`config.mk`:
```
export PLATFORM = sky130hd
export DESIGN_NAME = uart_rx
export DESIGN_NICKNAME = d
export VERILOG_FILES = /design/src/rtl/uart_rx.sv
export SDC_FILE = /design/constraint.sdc
export NUM_CORES = 1
export LEC_CHECK = 0
export ABC_AREA = 1
export BUFFER_PORTS_ARGS = -buffer_cell sky130_fd_sc_hd__buf_4
export CORE_MARGIN = 1
export CORE_UTILIZATION = 31
export DETAILED_ROUTE_END_ITERATION = 16
export GPL_TIMING_DRIVEN = 0
export PLACE_DENSITY = 0.5
export SETUP_SLACK_MARGIN = 0.05
export SYNTH_ARGS = -nofsm -noshare
export SYNTH_HDL_FRONTEND = slang
export SYNTH_SLANG_ARGS = --single-unit
```
`constraint.sdc`:
```
create_clock -name clk -period 3.4 [get_ports clk]
set_clock_uncertainty 0.2 [all_clocks]
set_input_delay 0.68 -clock clk [delete_from_list [all_inputs] [get_ports clk]]
set_output_delay 0.68 -clock clk [all_outputs]
set_load 0.05 [all_outputs]
```
`src/rtl/uart_rx.sv`:
```
//------------------------------------------------------------------------------
// uart_rx
//
// 8N1 UART receiver. The serial line is brought into the clk domain through a
// two-flop synchroniser, and each bit is sampled at its nominal mid-point by a
// small FSM. A byte is delivered to the consumer through a one-deep holding
// register with a valid/ready handshake. Framing and overrun errors are
// reported as sticky flags that clear on the next handshake.
//
// Parameters:
//   CLKS_PER_BIT  system clocks per serial bit (must be >= 4)
//
// Ports:
//   clk        system clock, all logic on the rising edge
//   reset      asynchronous, active-high reset
//   rxd        serial input, idles high, asynchronous to clk
//   rx_data    last accepted byte, stable while rx_valid is high
//   rx_valid   rx_data holds a byte that has not been consumed yet
//   rx_ready   consumer takes the byte when rx_valid && rx_ready at a posedge
//   frame_err  sticky: a stop bit was sampled low
//   overrun    sticky: a byte was dropped because the holding register was full
//   busy       high whenever the receive FSM is not idle
//------------------------------------------------------------------------------
`timescale 1ns/1ps

module uart_rx #(
    parameter int CLKS_PER_BIT = 434
) (
    input  logic       clk,
    input  logic       reset,
    input  logic       rxd,
    output logic [7:0] rx_data,
    output logic       rx_valid,
    input  logic       rx_ready,
    output logic       frame_err,
    output logic       overrun,
    output logic       busy
);

    localparam int CNT_W = (CLKS_PER_BIT > 1) ? $clog2(CLKS_PER_BIT) : 1;

    // Start bit is checked half a bit in, so every later sample lands mid-bit.
    localparam logic [CNT_W-1:0] CNT_HALF_LAST = CNT_W'(CLKS_PER_BIT / 2 - 1);
    localparam logic [CNT_W-1:0] CNT_BIT_LAST  = CNT_W'(CLKS_PER_BIT - 1);

    typedef enum logic [2:0] {
        ST_IDLE,
        ST_START,
        ST_DATA,
        ST_STOP,
        ST_BREAK
    } state_t;

    // Registered state
    logic [1:0]       sync_q,      sync_d;
    state_t           state_q,     state_d;
    logic [CNT_W-1:0] cnt_q,       cnt_d;
    logic [2:0]       idx_q,       idx_d;
    logic [7:0]       shift_q,     shift_d;
    logic [7:0]       rx_data_q,   rx_data_d;
    logic             rx_valid_q,  rx_valid_d;
    logic             frame_err_q, frame_err_d;
    logic             overrun_q,   overrun_d;
    logic             busy_q,      busy_d;

    // Combinational helpers
    logic rxd_s;
    logic handshake;
    logic deliver;
    logic frame_set;

    assign rxd_s = sync_q[1];

    always_comb begin
        // NOTE: every signal assigned here gets a default first, so no path
        // leaves one unassigned and no latch is inferred.
        sync_d      = {sync_q[0], rxd};
        state_d     = state_q;
        cnt_d       = cnt_q + CNT_W'(1);
        idx_d       = idx_q;
        shift_d     = shift_q;
        rx_data_d   = rx_data_q;
        rx_valid_d  = rx_valid_q;
        frame_err_d = frame_err_q;
        overrun_d   = overrun_q;
        handshake   = rx_valid_q && rx_ready;
        deliver     = 1'b0;
        frame_set   = 1'b0;

        case (state_q)
            ST_IDLE: begin
                cnt_d = '0;
                if (!rxd_s) begin
                    state_d = ST_START;
                end
            end

            ST_START: begin
                if (cnt_q == CNT_HALF_LAST) begin
                    cnt_d = '0;
                    idx_d = 3'd0;
                    // A line that is high again at mid-start was a glitch.
                    state_d = rxd_s ? ST_IDLE : ST_DATA;
                end
            end

            ST_DATA: begin
                if (cnt_q == CNT_BIT_LAST) begin
                    cnt_d   = '0;
                    // LSB arrives first, so after eight shifts it sits in bit 0.
                    shift_d = {rxd_s, shift_q[7:1]};
                    if (idx_q == 3'd7) begin
                        state_d = ST_STOP;
                    end else begin
                        idx_d = idx_q + 3'd1;
                    end
                end
            end

            ST_STOP: begin
                if (cnt_q == CNT_BIT_LAST) begin
                    cnt_d = '0;
                    if (rxd_s) begin
                        deliver = 1'b1;
                        state_d = ST_IDLE;
                    end else begin
                        frame_set = 1'b1;
                        state_d   = ST_BREAK;
                    end
                end
            end

            ST_BREAK: begin
                // Wait for the line to recover so a held-low line cannot
                // be mistaken for a stream of start bits.
                cnt_d = '0;
                if (rxd_s) begin
                    state_d = ST_IDLE;
                end
            end

            default: begin
                cnt_d   = '0;
                state_d = ST_IDLE;
            end
        endcase

        // Consumer handshake empties the holding register and clears errors.
        if (handshake) begin
            rx_valid_d  = 1'b0;
            frame_err_d = 1'b0;
            overrun_d   = 1'b0;
        end

        // A byte may load into a register being emptied this same cycle.
        if (deliver) begin
            if (!rx_valid_q || handshake) begin
                rx_data_d  = shift_q;
                rx_valid_d = 1'b1;
            end else begin
                overrun_d = 1'b1;
            end
        end

        // Applied after the handshake clear so a new error is never lost.
        if (frame_set) begin
            frame_err_d = 1'b1;
        end

        busy_d = (state_d != ST_IDLE);
    end

    always_ff @(posedge clk or posedge reset) begin
        if (reset) begin
            sync_q      <= 2'b11;
            state_q     <= ST_IDLE;
            cnt_q       <= '0;
            idx_q       <= 3'd0;
            shift_q     <= 8'h00;
            rx_data_q   <= 8'h00;
            rx_valid_q  <= 1'b0;
            frame_err_q <= 1'b0;
            overrun_q   <= 1'b0;
            busy_q      <= 1'b0;
        end else begin
            // NOTE: non-blocking assignments make every flop update from the
            // pre-edge values, so ordering inside this block does not matter.
            sync_q      <= sync_d;
            state_q     <= state_d;
            cnt_q       <= cnt_d;
            idx_q       <= idx_d;
            shift_q     <= shift_d;
            rx_data_q   <= rx_data_d;
            rx_valid_q  <= rx_valid_d;
            frame_err_q <= frame_err_d;
            overrun_q   <= overrun_d;
            busy_q      <= busy_d;
        end
    end

    assign rx_data   = rx_data_q;
    assign rx_valid  = rx_valid_q;
    assign frame_err = frame_err_q;
    assign overrun   = overrun_q;
    assign busy      = busy_q;

endmodule

```
==> impl_metrics.tcl, run 1 <==
set metrics [dict create \
    outcome "finished clean" \
    synth_sequential_area_ratio 0.533 \
    syn_to_final_growth_pct 19.4 \
    min_delay_path_depth 0 \
    synth.net_count 203 \
    rows 26 \
    crit_path_max_fanout 10 \
    max_stage_delay_on_crit_path_ns 0.40 \
    routed.top_layer "met4" \
    rr_startpoint "cnt_q[1]" \
    grt_start_max_net_pins 38 \
    critical_path_class "reg -> reg" \
    num_io_pins 16 \
    route.detailed.wl_per_inst_um 10.7 \
    final.period_utilization 0.523 \
    wl_met2_um 1360 \
    ir_worst_vdd_mv 0.158 \
    ctsRootBufferMaster "sky130_fd_sc_hd__clkbuf_8" \
    cp_data_arrival_time_ns 1.81 \
    number_of_antenna_violations_at_the_first_check_in_global_routing 0 \
    reg2reg_to "rx_data[3]" \
    max-slew-margin-rel 0.499 \
    timing.critical_path.slowest_stage_cell "sky130_fd_sc_hd__dfrtp_1" \
    worstMarginPinSlew_ns 0.750 \
    htree_num_levels 2 \
    setup_total_negative_slack_ns 0 \
    drtAntennaViolNets 0 \
    grt_util_all_layers 0.119 \
    std_cell_core_area_um2 5270 \
    post_synth_num_cell_types 29 \
    finalHoldViolations 0 \
    holdCritPathClass "reg -> reg" \
    tritoncts_num_sinks 37 \
    gpl.final_weighted_congestion 0.721 \
    setup.worst_path.start_class "flop" \
    post-route-drc-count 0 \
    total_placed_instance_area_um2 1940 \
    final_common_cell "sky130_fd_sc_hd__nand2_1" \
    path_common_cell "sky130_fd_sc_hd__nand2_1" \
    final_nets 225 \
    reg2reg_depth 8 \
    p_leak_uw 0.00103 \
    required_ns 3.43 \
    insertedDiodeCount 0 \
    dieArea_um2 5930 \
    count_of_input_and_output_buffers 15 \
    dr.first_iter.drc_count 83 \
    fin_util 0.395 \
    holdBufCountCts 0 \
    die-height_um 77.0 \
    number_of_cts_inserted_buffers 5 \
    drv_cap 0 \
    clk-insertion-delay-late_ns 0.29 \
    yosys_warnings 0 \
    power_uw 927 \
    post_cts_resized 0 \
    synth_area_per_cell_um2 8.98 \
    wl_um 3070 \
    route.vias.total 1240 \
    global_route_wire_length_before_repair_um 5490 \
    holdCritStartpoint "sync_q[0]" \
    power_per_cell_area_nw_per_um2 446 \
    mappedNetlistArea_um2 1740 \
    number_of_global_route_vias_before_repair 1195 \
    clock_path_buffers 2 \
    clock.fmax_mhz 562 \
    place.detailed.hpwl_um 2160 \
    die_w_um 77.0 \
    cts_setup_buffers 0 \
    clk_transition_reported_paths_ns 0.08 \
    drt_pass1_iterations 4 \
    route.met3.wl_um 103 \
    start_util 0.331 \
    whs_endpoint "sync_q[1]" \
    layout_min_cycle_time_ns 1.78 \
    synth-seq-cells 37 \
    syn_inst 194 \
    finalMaxSlewViolations 0 \
    cts_tree "built" \
    rsz0062_at_grt "false" \
    nature_of_the_critical_path_endpoint "flop" \
    vias_per_cell 4.32 \
    path_cells "inv_1, ha_1, nand2_1, nor2_2, nand2_4, nor3_4, nand2_1, nand2_1" \
    fraction_of_layout_cells_with_a_size_suffix_above_1 0.212 \
    grt_overflow 0 \
    report.final.setup_viol 0 \
    reg2reg_slack_ns 1.62 \
    mostFrequentLayoutCells "sky130_fd_sc_hd__nand2_1, sky130_fd_sc_hd__dfrtp_1, sky130_fd_sc_hd__inv_1" \
    postLayoutCellArea_um2 2080 \
    met1_length_um 1540 \
]
==> sequential cells by signal (all words and copies together) (netlist names) <==
register   cells
state_q        3
busy           1
idx_q          3
shift_q        8
rx_valid       1
frame_err      1
overrun        1
rx_data        8
cnt_q          9
sync_q         2
==> area by class of cell <==
class | instances | area, µm²
Multi-Input combinational cell | 130 | 706
Inverter | 26 | 97.6
Clock buffer | 5 | 68.8
Timing Repair Buffer | 15 | 113
Fill cell | 560 | 3190
Buffer | 1 | 11.3
Clock inverter | 3 | 68.8
Tap cell | 70 | 87.6
Sequential cell | 37 | 928
==> logic make-up after synthesis <==
| family | after synthesis | share of synthesized area |
|---|---|---|
| buf+inv | 27 | 0.0625 |
| xor+xnor | 3 | 0.0151 |
| flops | 37 | 0.533 |
| fa+ha+maj | 5 | 0.0359 |
| simple gates | 93 | 0.262 |
| compound gates | 29 | 0.0919 |
==> per-layer routing <==
metal,vias to the layer above,GRT usage
met5,-,0
met4,0,0.0566
met3,6,0.0321
met2,20,0.188
met1,560,0.151
li1,654,-
==> Yosys cell counts <==
library cell / count / area share
sky130_fd_sc_hd__nand2_2: 2 / 0.0072
sky130_fd_sc_hd__nand4_2: 1 / 0.0072
sky130_fd_sc_hd__dfrtp_1: 35 / 0.50
sky130_fd_sc_hd__inv_1: 22 / 0.047
sky130_fd_sc_hd__nand2_1: 55 / 0.12
sky130_fd_sc_hd__o21a_1: 3 / 0.013
sky130_fd_sc_hd__nor2_2: 2 / 0.0072
sky130_fd_sc_hd__ha_1: 5 / 0.036
sky130_fd_sc_hd__xor2_1: 2 / 0.010
sky130_fd_sc_hd__nand3_1: 6 / 0.017
sky130_fd_sc_hd__o21ai_0: 15 / 0.043
sky130_fd_sc_hd__nand3_2: 1 / 0.0057
sky130_fd_sc_hd__nand2_4: 1 / 0.0065
sky130_fd_sc_hd__o21bai_1: 1 / 0.0043
sky130_fd_sc_hd__inv_2: 4 / 0.0086
sky130_fd_sc_hd__a21oi_1: 2 / 0.0057
sky130_fd_sc_hd__buf_6: 1 / 0.0065
sky130_fd_sc_hd__o21ai_2: 1 / 0.0050
sky130_fd_sc_hd__nand4_1: 1 / 0.0036
sky130_fd_sc_hd__a31oi_1: 1 / 0.0036
sky130_fd_sc_hd__xnor2_1: 1 / 0.0050
sky130_fd_sc_hd__nor3b_2: 2 / 0.014
sky130_fd_sc_hd__nor3_4: 2 / 0.019
sky130_fd_sc_hd__nor2_4: 2 / 0.013
sky130_fd_sc_hd__dfstp_2: 2 / 0.030
sky130_fd_sc_hd__nor2_1: 16 / 0.034
sky130_fd_sc_hd__nor3_1: 1 / 0.0029
sky130_fd_sc_hd__nor3_2: 1 / 0.0057
sky130_fd_sc_hd__o21ai_1: 6 / 0.017
==> power by group <==
part           total [µW]  internal (µW)  switching, µW
Combinational        21.4           5.17           16.2
Sequential            445            443           1.95
Clock                 460            295            165
==> metrics by stage <==
step                cells  hold slack [ns]  setup slack (ns)
floorplan             194            0.145              1.69
global placement      279            0.157              1.12
detailed placement    279            0.158              1.39
CTS                   287            0.164              1.58
global route          287            0.169              1.46
finish                287            0.159              1.62
==> how the worst max path moves through the flow <==
stage	start	end	slack [ns]	cells past startpoint
after floorplan	reset	busy	1.69	1
after global placement	reset	cnt_q[5]	1.12	2
after detailed placement	rx_ready	rx_data[3]	1.39	5
after CTS	cnt_q[1]	rx_data[7]	1.58	8
after global routing	cnt_q[1]	rx_data[4]	1.46	7
final	cnt_q[1]	rx_data[3]	1.62	8
==> critical path, delay by kind of cell (launching register included) <==
| family | cells | cell delay (ns) |
|---|---|---|
| fa+ha+maj | 1 | 0.14 |
| buf+inv | 1 | 0.08 |
| flops | 1 | 0.40 |
| simple gates | 6 | 0.89 |
(Power assumes the default switching activity.)
==> run 2, diff against run 1 <==
--- a/config.mk
+++ b/config.mk
@@ -5,13 +5,13 @@
 export SDC_FILE = /design/constraint.sdc
 export NUM_CORES = 1
 export LEC_CHECK = 0
-export ABC_AREA = 1
+export ABC_AREA = 0
 export BUFFER_PORTS_ARGS = -buffer_cell sky130_fd_sc_hd__buf_4
 export CORE_MARGIN = 1
 export CORE_UTILIZATION = 31
 export DETAILED_ROUTE_END_ITERATION = 16
 export GPL_TIMING_DRIVEN = 0
-export PLACE_DENSITY = 0.5
+export PLACE_DENSITY = 0.52
 export SETUP_SLACK_MARGIN = 0.05
 export SYNTH_ARGS = -nofsm -noshare
 export SYNTH_HDL_FRONTEND = slang
==> constraint.sdc (replaced) <==
create_clock -name clk -period 1.54 [get_ports clk]
set_clock_uncertainty 0.2 [all_clocks]
set_input_delay 0.308 -clock clk [delete_from_list [all_inputs] [get_ports clk]]
set_output_delay 0.308 -clock clk [all_outputs]
set_load 0.05 [all_outputs]
==> run 2 against run 1 <==
Sequential share of layout area is 3.6 points lower. Largest power group is now registers. The run now ends with setup timing left. Wire length up 6.9%. Count of clock-buffer cells in the layout unchanged. Total power increased by 100%. First-iteration DRC count shrank 48%. Clock power grew 81%.
==> impl_metrics.tcl, run 2 <==
set metrics [dict create \
    outcome "finished, violations left" \
    failed_checks "setup timing" \
    finalMaxSlewViolations 0 \
    clk_transition_reported_paths_ns 0.07 \
    number_of_standard_cells_in_the_final_layout_excluding_fillers 242 \
    synth_flop_cell "sky130_fd_sc_hd__dfrtp_1" \
    power_per_cell_area_nw_per_um2 835 \
    rows 26 \
    fraction_of_synthesis_flops_using_an_asynchronous_set_or_reset_pin 1.00 \
    nature_of_the_critical_path_endpoint "flop" \
    place.detailed.hpwl_um 2180 \
    max-slew-margin-rel 0.735 \
    power.switching_fraction 0.211 \
    drtAntennaViolNets 0 \
    cts_tree "built" \
    number_of_cts_inserted_buffers 5 \
    switching_power_uw 399 \
    synth_top_cells_by_area "sky130_fd_sc_hd__dfrtp_1, sky130_fd_sc_hd__mux2_2, sky130_fd_sc_hd__ha_1" \
    start_util 0.326 \
    fraction_of_layout_cells_with_a_size_suffix_above_1 0.430 \
    number_of_global_route_vias_before_repair 1179 \
    reg2reg_slack_ns -0.47 \
    rsz0062_at_grt "true" \
    route.vias.total 1169 \
    synth_area_per_cell_um2 12.3 \
    largest_register_ffs 9 \
    syn_inst 138 \
    dr.first_iter.drc_count 43 \
    yosysMostFrequentCell "sky130_fd_sc_hd__dfrtp_1" \
    post_synth_edffs 0 \
    fin_util 0.435 \
    gpl.final_weighted_congestion 0.784 \
    clk-insertion-delay-late_ns 0.29 \
    insertedDiodeCount 0 \
    grt_start_max_net_pins 23 \
    p_comb_frac 0.037 \
    synth.net_count 147 \
    crit_path_max_fanout 8 \
    holdCritPathClass "in -> reg" \
    max_stage_delay_on_crit_path_ns 0.40 \
    route.detailed.wl_per_inst_um 13.5 \
    netlist.top_cell.by_area "sky130_fd_sc_hd__dfrtp_1" \
    count_of_input_and_output_buffers 15 \
    layout_min_cycle_time_ns 2.01 \
    grt_overflow 0 \
    synth_top_area_frac 0.516 \
    yosys-top-cells-count "sky130_fd_sc_hd__dfrtp_1, sky130_fd_sc_hd__mux2_2, sky130_fd_sc_hd__nor2_1" \
    dpl.cell_count 224 \
    final.period_utilization 1.30 \
    post-route-drc-count 0 \
    yosys_warnings 0 \
    dieArea_um2 5770 \
    final_nets 180 \
    grt_util_all_layers 0.124 \
    path_cells "inv_2, ha_4, and4b_2, and2_4, and4_4, buf_12, mux2_4" \
    global_route_wire_length_before_repair_um 5750 \
    timing.critical_path.slowest_stage_cell "sky130_fd_sc_hd__dfrtp_1" \
    syn_to_final_growth_pct 33.3 \
    num_io_pins 16 \
    synth_sequential_area_ratio 0.547 \
    postLayoutCellArea_um2 2260 \
    share_clk_of_total_power 0.441 \
    number_of_antenna_violations_at_the_first_check_in_global_routing 0 \
    worst_hold_slack_ns 0.101 \
    required_ns 1.51 \
    drt_pass1_iterations 4 \
    fill_cells 484 \
    tritoncts_num_sinks 37 \
    power_frac_seq 0.522 \
    largest_register "cnt_q" \
    die_w_um 76.0 \
    clock.fmax_mhz 498 \
    ir_worst_vdd_mv 0.479 \
    mappedNetlistArea_um2 1700 \
    drv_cap 0 \
    cp.buffers_inverters 2 \
    vias_per_cell 4.83 \
    worstMarginPinSlew_ns 0.396 \
    die-height_um 76.0 \
    p_leak_uw 0.00102 \
    std_cell_core_area_um2 5200 \
    mostFrequentLayoutCells "sky130_fd_sc_hd__dfrtp_1, sky130_fd_sc_hd__buf_4, sky130_fd_sc_hd__mux2_4" \
    htree_num_levels 2 \
    ctsRootBufferMaster "sky130_fd_sc_hd__clkbuf_8" \
    kind_of_cell_adding_the_most_delay_to_the_critical_path "simple AND/OR/NAND/NOR gates" \
    synth-seq-cells 37 \
    total_placed_instance_area_um2 1960 \
    setup.worst_path.start_class "flop" \
    clock_path_buffers 2 \
    final-seq-area_um2 928 \
    critical_path_class "reg -> reg" \
    internal_power_uw 1490 \
    report.final.setup_viol 33 \
    final.setup.worst_slack_ns -0.468 \
    multi_input_comb_area_um2 828 \
    final_common_cell "sky130_fd_sc_hd__dfrtp_1" \
    cp_data_arrival_time_ns 1.98 \
    post_synth_num_cell_types 41 \
    finalHoldViolations 0 \
    wl_um 3280 \
]
-- run 2: changes by cell type in the layout (fill, tap and decap cells not counted), sizes merged, moves of 7 or more --
cell	change
o21ai	-18
buf	+11
inv	-23
nor2	-7
nand2	-48
mux2	+16
-- run 2: final cells by class --
cell class / count / share of cell area
multi-input combinational: 91 / 0.366
inverter: 5 / 0.00996
clock buffer: 5 / 0.0304
clock inverter: 3 / 0.0205
timing repair buffer: 27 / 0.105
tap: 70 / 0.0387
sequential: 37 / 0.410
buffer: 4 / 0.0188
-- run 2: tightest hold or removal path: stages --
cell and delay [ns]:
sky130_fd_sc_hd__buf_4 0.09, sky130_fd_sc_hd__nand2_1 0.04, sky130_fd_sc_hd__nand2_1 0.06, sky130_fd_sc_hd__o21ai_1 0.05
-- run 2: per-stage QoR --
step / setup TNS, ns / setup WS (ns) / total power, µW
after global routing: -14.41 / -0.523 / 1980
after CTS: -11.32 / -0.476 / 1920
after global placement: -22.20 / -0.568 / 1060
final: -11.50 / -0.468 / 1890
after detailed placement: -12.02 / -0.569 / 1070
after floorplan: -6.49 / -0.395 / 1040
-- run 2: final timing paths --
check                          start          to  cells after the start
setup / recovery            cnt_q[1]  rx_data[1]                      7
hold / removal              rx_ready   frame_err                      4
setup reg to reg            cnt_q[1]  rx_data[1]                      7
hold reg to reg            sync_q[0]   sync_q[1]                      0
max in group asynchronous      reset    idx_q[2]                      4
min in group asynchronous      reset    cnt_q[0]                      3
-- run 2: repair_timing --
item,4_1_cts,5_1_grt
endpoints found under the hold margin,15,0
hold buffers,3,0
gates resized for setup,19,13
buffers inserted,6,2
pin swaps,7,3
setup endpoints to repair,35,66
-- run 2: per-layer routing --
metal / wire length (µm) / GRT usage / share of wire / vias to the layer above
met5: 0 / 0 / 0 / -
met4: 23 / 0.0250 / 0.0070 / 0
met3: 119 / 0.0359 / 0.036 / 4
met2: 1620 / 0.201 / 0.49 / 31
met1: 1520 / 0.166 / 0.46 / 584
li1: - / - / - / 550
-- run 2: cell families (layout without fill, tap and decap cells) --
| group | Yosys count | after routing | synth area share |
|---|---|---|---|
| and+or+nand+nor | 46 | 46 | 0.157 |
| buffers and inverters | 10 | 44 | 0.0376 |
| DFF | 37 | 37 | 0.547 |
| xor gates and xnor gates | 7 | 7 | 0.0361 |
| muxes | 16 | 16 | 0.108 |
| AOI/OAI and AO/OA | 17 | 17 | 0.0767 |
| adders and majority gates | 5 | 5 | 0.0369 |
-- run 2: power by group through the flow --
stage	sequential, µW	combinational (µW)	clock, µW
final	986	69.2	833
after global routing	988	76.7	916
after CTS	986	70.6	868
after detailed placement	1000	64.4	0
after global placement	1000	54.3	0
after floorplan	1020	19.6	0
